==> src/rtl/pistormx_pkg.sv <==
// Shared types and constants for the PiStorm-X bus-operation arbiter.
package pistormx_pkg;
  localparam int ADDR_W = 23;
  localparam int DATA_W = 16;
  localparam int CTL_W  = 3;

  typedef enum logic [1:0] {
    IDLE    = 2'd0,
    ISSUE   = 2'd1,
    WAIT    = 2'd2,
    RECOVER = 2'd3
  } arb_state_t;

  localparam int REQ_PI  = 0;
  localparam int REQ_AUX = 1;

  // CTL = {rw, sz, a0}; rw=1 is a read, sz=0 is a word access.
  localparam int CTL_RW = 2;
  localparam int CTL_SZ = 1;
  localparam int CTL_A0 = 0;

  localparam logic [CTL_W-1:0]  CTL_RESET = 3'b100;
  localparam logic [DATA_W-1:0] ERR_DATA  = 16'hFFFF;

  function automatic logic [1:0] grant_onehot(input logic idx);
    return idx ? 2'b10 : 2'b01;
  endfunction
endpackage

==> src/rtl/rr_arb2.sv <==
// Two-input round-robin grant: on a tie the requester not granted last wins.
module rr_arb2
  import pistormx_pkg::*;
(
  input  logic [1:0] valid,
  input  logic       last,
  output logic       idx,
  output logic       gnt_vld
);
  always_comb begin
    gnt_vld = |valid;
    if (valid == 2'b11)
      idx = ~last;
    else if (valid[REQ_PI])
      idx = 1'(REQ_PI);
    else
      idx = valid[REQ_AUX];
  end
endmodule

==> src/rtl/bus_op_arbiter.sv <==
// Arbitrates two command sources onto a single M68K bus engine, with a
// completion timeout that aborts the engine and answers with an error.
module bus_op_arbiter
  import pistormx_pkg::*;
#(
  parameter logic [7:0] TIMEOUT_CYC = 8'd200
) (
  input  logic              M68K_CLK,
  input  logic              RESET_n,
  input  logic [1:0]        REQ_VALID,
  output logic [1:0]        REQ_READY,
  input  logic [ADDR_W-1:0] REQ0_A,
  input  logic [ADDR_W-1:0] REQ1_A,
  input  logic [DATA_W-1:0] REQ0_D,
  input  logic [DATA_W-1:0] REQ1_D,
  input  logic [CTL_W-1:0]  REQ0_CTL,
  input  logic [CTL_W-1:0]  REQ1_CTL,
  output logic [1:0]        RSP_VALID,
  output logic [DATA_W-1:0] RSP_DATA,
  output logic              RSP_ERR,
  output logic              ENG_START,
  output logic [ADDR_W-1:0] ENG_A,
  output logic [DATA_W-1:0] ENG_D,
  output logic [CTL_W-1:0]  ENG_CTL,
  input  logic              ENG_BUSY,
  input  logic              ENG_DONE,
  input  logic [DATA_W-1:0] ENG_RDATA,
  output logic              ENG_ABORT
);
  arb_state_t state;
  logic       last;
  logic       gidx;
  logic [7:0] cnt;
  logic       arb_idx;
  logic       arb_vld;
  logic       grant;
  logic       timeout;

  rr_arb2 u_rr (
    .valid   (REQ_VALID),
    .last    (last),
    .idx     (arb_idx),
    .gnt_vld (arb_vld)
  );

  // READY is a same-cycle handshake so a requester that drops VALID first is
  // never accepted; it stays low while a response is still on the bus.
  assign grant     = RESET_n && (state == IDLE) && arb_vld && (RSP_VALID == 2'b00);
  assign REQ_READY = grant ? grant_onehot(arb_idx) : 2'b00;
  assign ENG_START = RESET_n && (state == ISSUE) && !ENG_BUSY;

  // cnt holds completed WAIT cycles, so this cycle is number cnt+1 after START.
  assign timeout   = RESET_n && (state == WAIT) && !ENG_DONE &&
                     (cnt == TIMEOUT_CYC - 8'd1);
  assign ENG_ABORT = timeout;

  always_ff @(posedge M68K_CLK) begin
    if (!RESET_n) begin
      state     <= IDLE;
      last      <= 1'b1;
      gidx      <= 1'b0;
      cnt       <= 8'd0;
      RSP_VALID <= 2'b00;
      RSP_ERR   <= 1'b0;
      RSP_DATA  <= '0;
      ENG_A     <= '0;
      ENG_D     <= '0;
      ENG_CTL   <= CTL_RESET;
    end else begin
      RSP_VALID <= 2'b00;
      RSP_ERR   <= 1'b0;
      case (state)
        IDLE: begin
          if (grant) begin
            ENG_A   <= arb_idx ? REQ1_A   : REQ0_A;
            ENG_D   <= arb_idx ? REQ1_D   : REQ0_D;
            ENG_CTL <= arb_idx ? REQ1_CTL : REQ0_CTL;
            gidx    <= arb_idx;
            last    <= arb_idx;
            state   <= ISSUE;
          end
        end
        ISSUE: begin
          if (!ENG_BUSY) begin
            cnt   <= 8'd0;
            state <= WAIT;
          end
        end
        WAIT: begin
          if (cnt != 8'hFF)
            cnt <= cnt + 8'd1;
          if (ENG_DONE) begin
            RSP_VALID <= grant_onehot(gidx);
            RSP_DATA  <= ENG_CTL[CTL_RW] ? ENG_RDATA : '0;
            state     <= IDLE;
          end else if (timeout) begin
            RSP_VALID <= grant_onehot(gidx);
            RSP_ERR   <= 1'b1;
            RSP_DATA  <= ERR_DATA;
            state     <= RECOVER;
          end
        end
        RECOVER: begin
          if (!ENG_BUSY)
            state <= IDLE;
        end
        default: state <= IDLE;
      endcase
    end
  end
endmodule

==> config.mk <==
export PLATFORM = sky130hd
export DESIGN_NAME = bus_op_arbiter
export DESIGN_NICKNAME = d
export VERILOG_FILES = /design/src/rtl/pistormx_pkg.sv /design/src/rtl/rr_arb2.sv /design/src/rtl/bus_op_arbiter.sv
export SDC_FILE = /design/constraint.sdc
export NUM_CORES = 1
export LEC_CHECK = 0
export CORE_MARGIN = 2
export CORE_UTILIZATION = 35
export CTS_CLUSTER_SIZE = 28
export DETAILED_ROUTE_END_ITERATION = 10
export PLACE_DENSITY_LB_ADDON = 0.05
export SLEW_MARGIN = 10
export SYNTH_ARGS = -nofsm -noshare
export SYNTH_HDL_FRONTEND = slang
export SYNTH_SLANG_ARGS = --single-unit
==> constraint.sdc <==
create_clock -name M68K_CLK -period 5.15 [get_ports M68K_CLK]
set_clock_uncertainty 0.1 [all_clocks]
set_input_delay 1.545 -clock M68K_CLK [delete_from_list [all_inputs] [get_ports M68K_CLK]]
set_output_delay 1.545 -clock M68K_CLK [all_outputs]
set_load 0.03 [all_outputs]
==> results.md, run 1 <==
* # IOs at approximately 170
* Mapped Cells at approximately 340
* Post-synth ARST share at 0%
* Core area at approximately 9300 µm²
* Skew-Pair Late Insertion Delay at around 0.34 ns
* Crit path max fanout at 4
* Worst-Margin Slew at around 0.8 ns
* Die Footprint at approximately 11000 µm²
* CP Launch Type: input port
* Post-CTS Setup Bufs at 0
* Fmax at ~210 MHz
* Avg WL per Cell at 14.5 µm
* Post-CTS Hold Fix Bufs at 0
* First-pass GRT wire length at 14400 µm
* Synth Cell Area at ~3400 µm²
* Clock Tree Buf Depth at 2
* Synthesis-to-layout area growth at 59.1%
* GPL Wtd Cong at around 0.79
* Final Hold Viols at 0
* PD cells at 293 nW/µm²
* Layout cells sized above 1 at under 10%
* # resized after CTS at 0
* Critical path data arrival time at 3.06 ns
* Lkg Pwr at approximately 0.0026 µW
* Maximum VDD drop at around 0.00012 V
* Reg2Reg Launch Point: cnt[0]
* RSZ-0062 raised after global routing: false
* Diode count at 0
* Nets at 599
* Hold Slack at between 0.3 and 0.4 ns
* Placed inst area at between 5000 and 6000 µm²
* DP HPWL at roughly 6600 µm
* MaxCap Viol Count at 0
* Die Ht at approximately 100 µm
* Worst Path Class, Setup: in -> out
* Post-layout min period at 4.70 ns
* H-tree levels at 3
* CP dominant cell by count: clkdlybuf4s50_1
* Routed Antenna Nets at 0
* Starting Density at 36.4%
* Status: completed
* Total CTS buffers at 9
* Setup violators final at 0
* Via density at 4.94
* Slew Viols, Final at 0
* Reg clk slew, reported paths at ~0.070 ns
* Drt drc at 0
* Total GRT Usage at 17.5%
* CTS sink count at 73
* CTS tree: built
* Synth Register Bits at 73
* DR vias at about 3100
* EDFF count, synth at 0
* Synthesis Warnings at 0
* Syn_nets at 443
* PortBufs at between 150 and 200
* Total gr overflow at 0
* Row count at 35
* Sum Neg Setup Slack at 0 ns
* Via count of the first global-routing pass at approximately 3000
* Post-synth top area share at a little over two fifths
* CP endpoint kind: primary output
* Area leader, netlist: dfxtp_1
* Crit path from: ENG_BUSY
* DR iter-0 viols at 100
* Synth area leaders: dfxtp_1 43%, o211a_1 17%, mux2i_1 13%
* Total Wirelength at around 9000 µm
* CP max stage delay at approximately 0.67 ns
* Relative slew slack at a little under half
* Yosys cell types at between 40 and 50
* Clock Root Buffer: clkbuf_8
* Flop-to-flop setup slack at roughly 3.0 ns
* Final Cycle Share at a little over 90%
* Syn_area_per_cell at 10.1 µm²
* Die width at 103 µm
* Worst hold start: gidx
* Initial antenna violation count at 0
* Pre-Repair DR Iteration Count at 4
* Hold/Removal Path Class: reg -> reg
* Seq/Total Area, Yosys at 43.0%
* Largest net degree at the start of global routing at 84
* Crit-path cells: clkdlybuf4s50_1 > or2b_1 > nor2_1 > clkdlybuf4s50_1
* Worst path required time at ~3.5 ns
* Cell area after layout at ~5400 µm²
* Primary FF master, synth: dfxtp_1
* Slowest cell on crit path: clkdlybuf4s50_1
-- cell families (layout without fill, tap and decap cells) --
| logic type | Yosys count | count (layout) | synth area share, % |
|---|---|---|---|
| DFF | 73 | 73 | 43.0 |
| AOI/OAI and AO/OA | 98 | 98 | 25.7 |
| adders and majority gates | 1 | 1 | 0.368 |
| xor gates and xnor gates | 2 | 2 | 0.516 |
| and+or+nand+nor | 86 | 86 | 12.6 |
| buffers and inverters | 33 | 194 | 5.12 |
| muxes | 43 | 43 | 12.7 |
-- worst max-delay path: cells and delay by family --
family                 cells  cell delay, ns
and+or+nand+nor            2            0.37
buffers and inverters      2            1.14
-- per-stage QoR --
step | std cells | setup WS [ns] | power [µW] | util [%]
6_report | 626 | 0.448 | 1590 | 57.9
2_1_floorplan | 336 | 0.692 | 850 | -
4_1_cts | 626 | 0.441 | 1610 | 57.9
3_5_place_dp | 610 | 0.448 | 1030 | 55.1
3_3_place_gp | 610 | 0.472 | 1030 | 55.1
5_1_grt | 626 | 0.384 | 1660 | 57.9
-- layer usage --
metal  up-vias  track usage, %  routed length, µm
li1       1541               -                  -
met1      1439            21.1               3910
met2       102            28.8               4240
met3        11            5.97                775
met4         0            6.77                124
met5         -               0                  0
-- cells in the mapped netlist, types with 4 or more instances --
cell type	instances
nor2_1	7
mux2i_1	43
buf_2	13
a21o_1	16
o21ai_0	4
dfxtp_1	73
clkbuf_1	11
nand3_1	7
nand2_1	52
o211a_1	57
-- final cells by class --
cell class              count  area (µm²)
repair buffers            175        1730
multi-input cells         230        1780
fillers                   840        3920
clock inverters             4        97.6
flip-flops and latches     73        1460
clock buffers              12         165
well taps                 129         161
inverters                   3        11.3
-- worst paths after layout --
kind              cells after the start      endpoint
hold reg to reg                       2          gidx
hold / removal                        2          gidx
setup reg to reg                      5  RSP_VALID[0]
setup / recovery                      4     ENG_START
-- report_power, final --
part	internal, µW	switching [µW]
Sequential	606	27.1
Combinational	197	188
Clock	362	206
-- cell usage in the layout, fill, tap and decap left out, types with 2 or more instances in the layout --
cell type,count
a2111o_1,3
a21o_1,16
a21oi_1,3
and3_1,3
buf_4,7
bufinv_16,3
clkbuf_8,12
clkdlybuf4s50_1,167
dfxtp_1,73
inv_1,3
mux2i_1,43
nand2_1,52
nand2b_1,3
nand3_1,7
nor2_1,7
o2111ai_1,2
o211a_1,57
o211ai_1,2
o21a_1,3
o21ai_0,4
xnor2_1,2
-- flip-flops by register name, summed over array words and instances, names as in the netlist --
| name | count |
|---|---|
| ENG_A | 23 |
| ENG_CTL | 3 |
| RSP_VALID | 2 |
| RSP_DATA | 16 |
| RSP_ERR | 1 |
| state | 2 |
| cnt | 8 |
| gidx | 1 |
| last | 1 |
| ENG_D | 16 |
(Power assumes the default switching activity.)
==> run 2: changes to the inputs <==
==> constraint.sdc (replaced) <==
create_clock -name M68K_CLK -period 4.5 [get_ports M68K_CLK]
set_clock_uncertainty 0.1 [all_clocks]
set_input_delay 1.35 -clock M68K_CLK [delete_from_list [all_inputs] [get_ports M68K_CLK]]
set_output_delay 1.35 -clock M68K_CLK [all_outputs]
set_load 0.03 [all_outputs]
==> run 2 against run 1 <==
Compared with the run above: first-iteration DRC count shrank 28%; register-to-register slack worse by 0.63 ns; non-clock buffer count down 1; global-route usage rose by 0.27 points; flip-flop and latch count unchanged; hold slack worse by 0.0020 ns; wire length grew 0.81%; critical path type unchanged; largest power group unchanged.
==> results.md, run 2 (synthesized netlist as in run 1, its figures left out) <==
* Commonest cells after routing, fill and taps aside: 166 x clkdlybuf4s50_1, 73 x dfxtp_1, 57 x o211a_1, 52 x nand2_1, 43 x mux2i_1
* Footprint of the multi-input gates at 1780 µm² (unchanged)
* Setup violators final at 0 (unchanged)
* Row count at 35 (unchanged)
* Register area at 1460 µm² (unchanged)
* Lkg Pwr at 0.00258 µW (-1.0%)
* GPL Wtd Cong at 0.821 (+3.8%)
* Die width at 103 µm (unchanged)
* Die Footprint at 10500 µm² (unchanged)
* Cell area after layout at 5350 µm² (-1.1%)
* CP dominant cell by count: clkdlybuf4s50_1
* H-tree levels at 3 (unchanged)
* Clock Root Buffer: clkbuf_8
* Largest registers: ENG_A x23, ENG_D x16, RSP_DATA x16
* Crit path max fanout at 4 (unchanged)
* Routed Antenna Nets at 0 (unchanged)
* Total Wirelength at 9120 µm (+0.81%)
* Layout cells sized above 1 at 5.65% (-0.59 points)
* Relative slew slack at 47.4% (+0.14 points)
* Slew Viols, Final at 0 (unchanged)
* Worst path required time at 3.05 ns (-0.46 ns)
* # IOs at 171 (unchanged)
* Drt drc at 0 (unchanged)
* Hold path depth at 2 (unchanged)
* Initial antenna violation count at 0 (unchanged)
* CP endpoint kind: primary output
* DR iter-0 viols at 72 (-28%)
* PortBufs at 170 (unchanged)
* Fmax at between 200 and 250 MHz
* CP max stage delay at 0.67 ns (about the same)
* First-pass GRT wire length at 14600 µm (+1.5%)
* Die Ht at 103 µm (unchanged)
* Worst-Margin Slew at 0.788 ns (-0.00208 ns)
* Post-CTS Hold Fix Bufs at 0 (unchanged)
* Skew-Pair Late Insertion Delay at 0.34 ns (about the same)
* Post-layout min period at 4.32 ns
* Diode count at 0 (unchanged)
* Hold Slack at 0.368 ns (-0.00200 ns)
* Crit-path cells: clkdlybuf4s50_1 > or2b_1 > nor2_1 > clkdlybuf4s50_1
* Largest net degree at the start of global routing at 84 (unchanged)
* Final Cycle Share at 95.9%
* CTS sink count at 73 (unchanged)
* Post-CTS Setup Bufs at 0 (unchanged)
* Commonest non-fill, non-tap cell in the layout: clkdlybuf4s50_1
* Slowest cell on crit path: clkdlybuf4s50_1
* Maximum VDD drop at 0.000171 V (+44%)
* CTS tree: built
* Total gr overflow at 0 (unchanged)
* Via density at 4.89 (-0.97%)
* CP Launch Type: input port
* DR vias at 3058 (-1.1%)
* Status: completed
* Reg2Reg Launch Point: cnt[0]
* Max reg flops at 23 (unchanged)
* Fillers at 864 (+2.9%)
* Pre-Repair DR Iteration Count at 4 (unchanged)
* Clock Tree Buf Depth at 2 (unchanged)
* Worst hold start: gidx
* Reg clk slew, reported paths at 0.07 ns (about the same)
* Final Hold Viols at 0 (unchanged)
* Total CTS buffers at 9 (unchanged)
* RSZ-0062 raised after global routing: false
* Flop-to-flop setup slack at 2.38 ns (-0.63 ns)
* Worst Path Class, Setup: in -> out
* Worst-case reg-to-reg path depth at 5 (unchanged)
* Core area at 9330 µm² (unchanged)
* Sum Neg Setup Slack at 0 ns (unchanged)
* # resized after CTS at 0 (unchanged)
* MaxCap Viol Count at 0 (unchanged)
* Hold/Removal Path Class: reg -> reg
* Avg WL per Cell at 14.6 µm (+0.97%)
* Critical path data arrival time at 2.87 ns (-0.19 ns)
* WHS Endpoint: gidx
* PD cells at 322 nW/µm² (+9.7%)
* Biggest register: ENG_A
* Worst R2R End: RSP_VALID[0]
* Starting Density at 36.4% (unchanged)
* Synthesis-to-layout area growth at 57.3%
* DP HPWL at 6570 µm (about the same)
* Total GRT Usage at 17.7% (+0.27 points)
* Placed inst area at 5130 µm² (-0.19%)
* Nets at 598 (-0.17%)
* Via count of the first global-routing pass at 3041 (+1.0%)
-- run 2: changes by cell type in the layout (fill, tap and decap cells not counted) --
cell	change
clkinv_4	+2
clkdlybuf4s50_1	-1
clkinvlp_4	-1
clkbuf_1	+3
bufinv_16	-1
clkbuf_8	-3
-- run 2: stage by stage --
| stage | utilization (%) | setup WS (ns) | std cells | power, µW |
|---|---|---|---|---|
| after global routing | 57.3 | 0.149 | 625 | 1800 |
| final | 57.3 | 0.185 | 625 | 1720 |
| after CTS | 57.3 | 0.183 | 625 | 1750 |
| after detailed placement | 55.0 | 0.190 | 609 | 1180 |
| after floorplan | - | 0.432 | 336 | 973 |
| after global placement | 55.0 | 0.222 | 609 | 1180 |
-- run 2: area by class of cell --
class / count / area share (%)
clock inverters: 4 / 1.45
clock buffers: 12 / 2.53
multi-input cells: 230 / 33.3
flip-flops and latches: 73 / 27.3
inverters: 3 / 0.211
repair buffers: 174 / 32.2
well taps: 129 / 3.02
-- run 2: worst max path at each step --
| stage | startpoint | slack (ns) | end | cells past startpoint |
|---|---|---|---|---|
| floorplan | RESET_n | 0.43 | REQ_READY[0] | 4 |
| global placement | ENG_BUSY | 0.22 | ENG_START | 4 |
| detailed placement | ENG_BUSY | 0.19 | ENG_START | 4 |
| CTS | ENG_BUSY | 0.18 | ENG_START | 4 |
| global route | ENG_BUSY | 0.15 | ENG_START | 4 |
| finish | ENG_BUSY | 0.18 | ENG_START | 4 |
-- run 2: routing by layer --
metal  global-route usage (%)  routed length (µm)  up-vias
met2                     29.9                4410      110
met3                     7.32                 873       10
li1                         -                   -     1545
met4                     5.85                 122        0
met1                     20.4                3710     1393
met5                        0                   0        -
-- run 2: worst max-delay path, delay by kind of cell --
family	cells	cell delay, ns
buffers and inverters	2	1.14
AND/OR/NAND/NOR	2	0.37
-- run 2: power breakdown --
part | internal (µW) | switching (µW)
logic | 225 | 215
registers | 693 | 31.6
clock network | 315 | 240
total | 1230 | 486
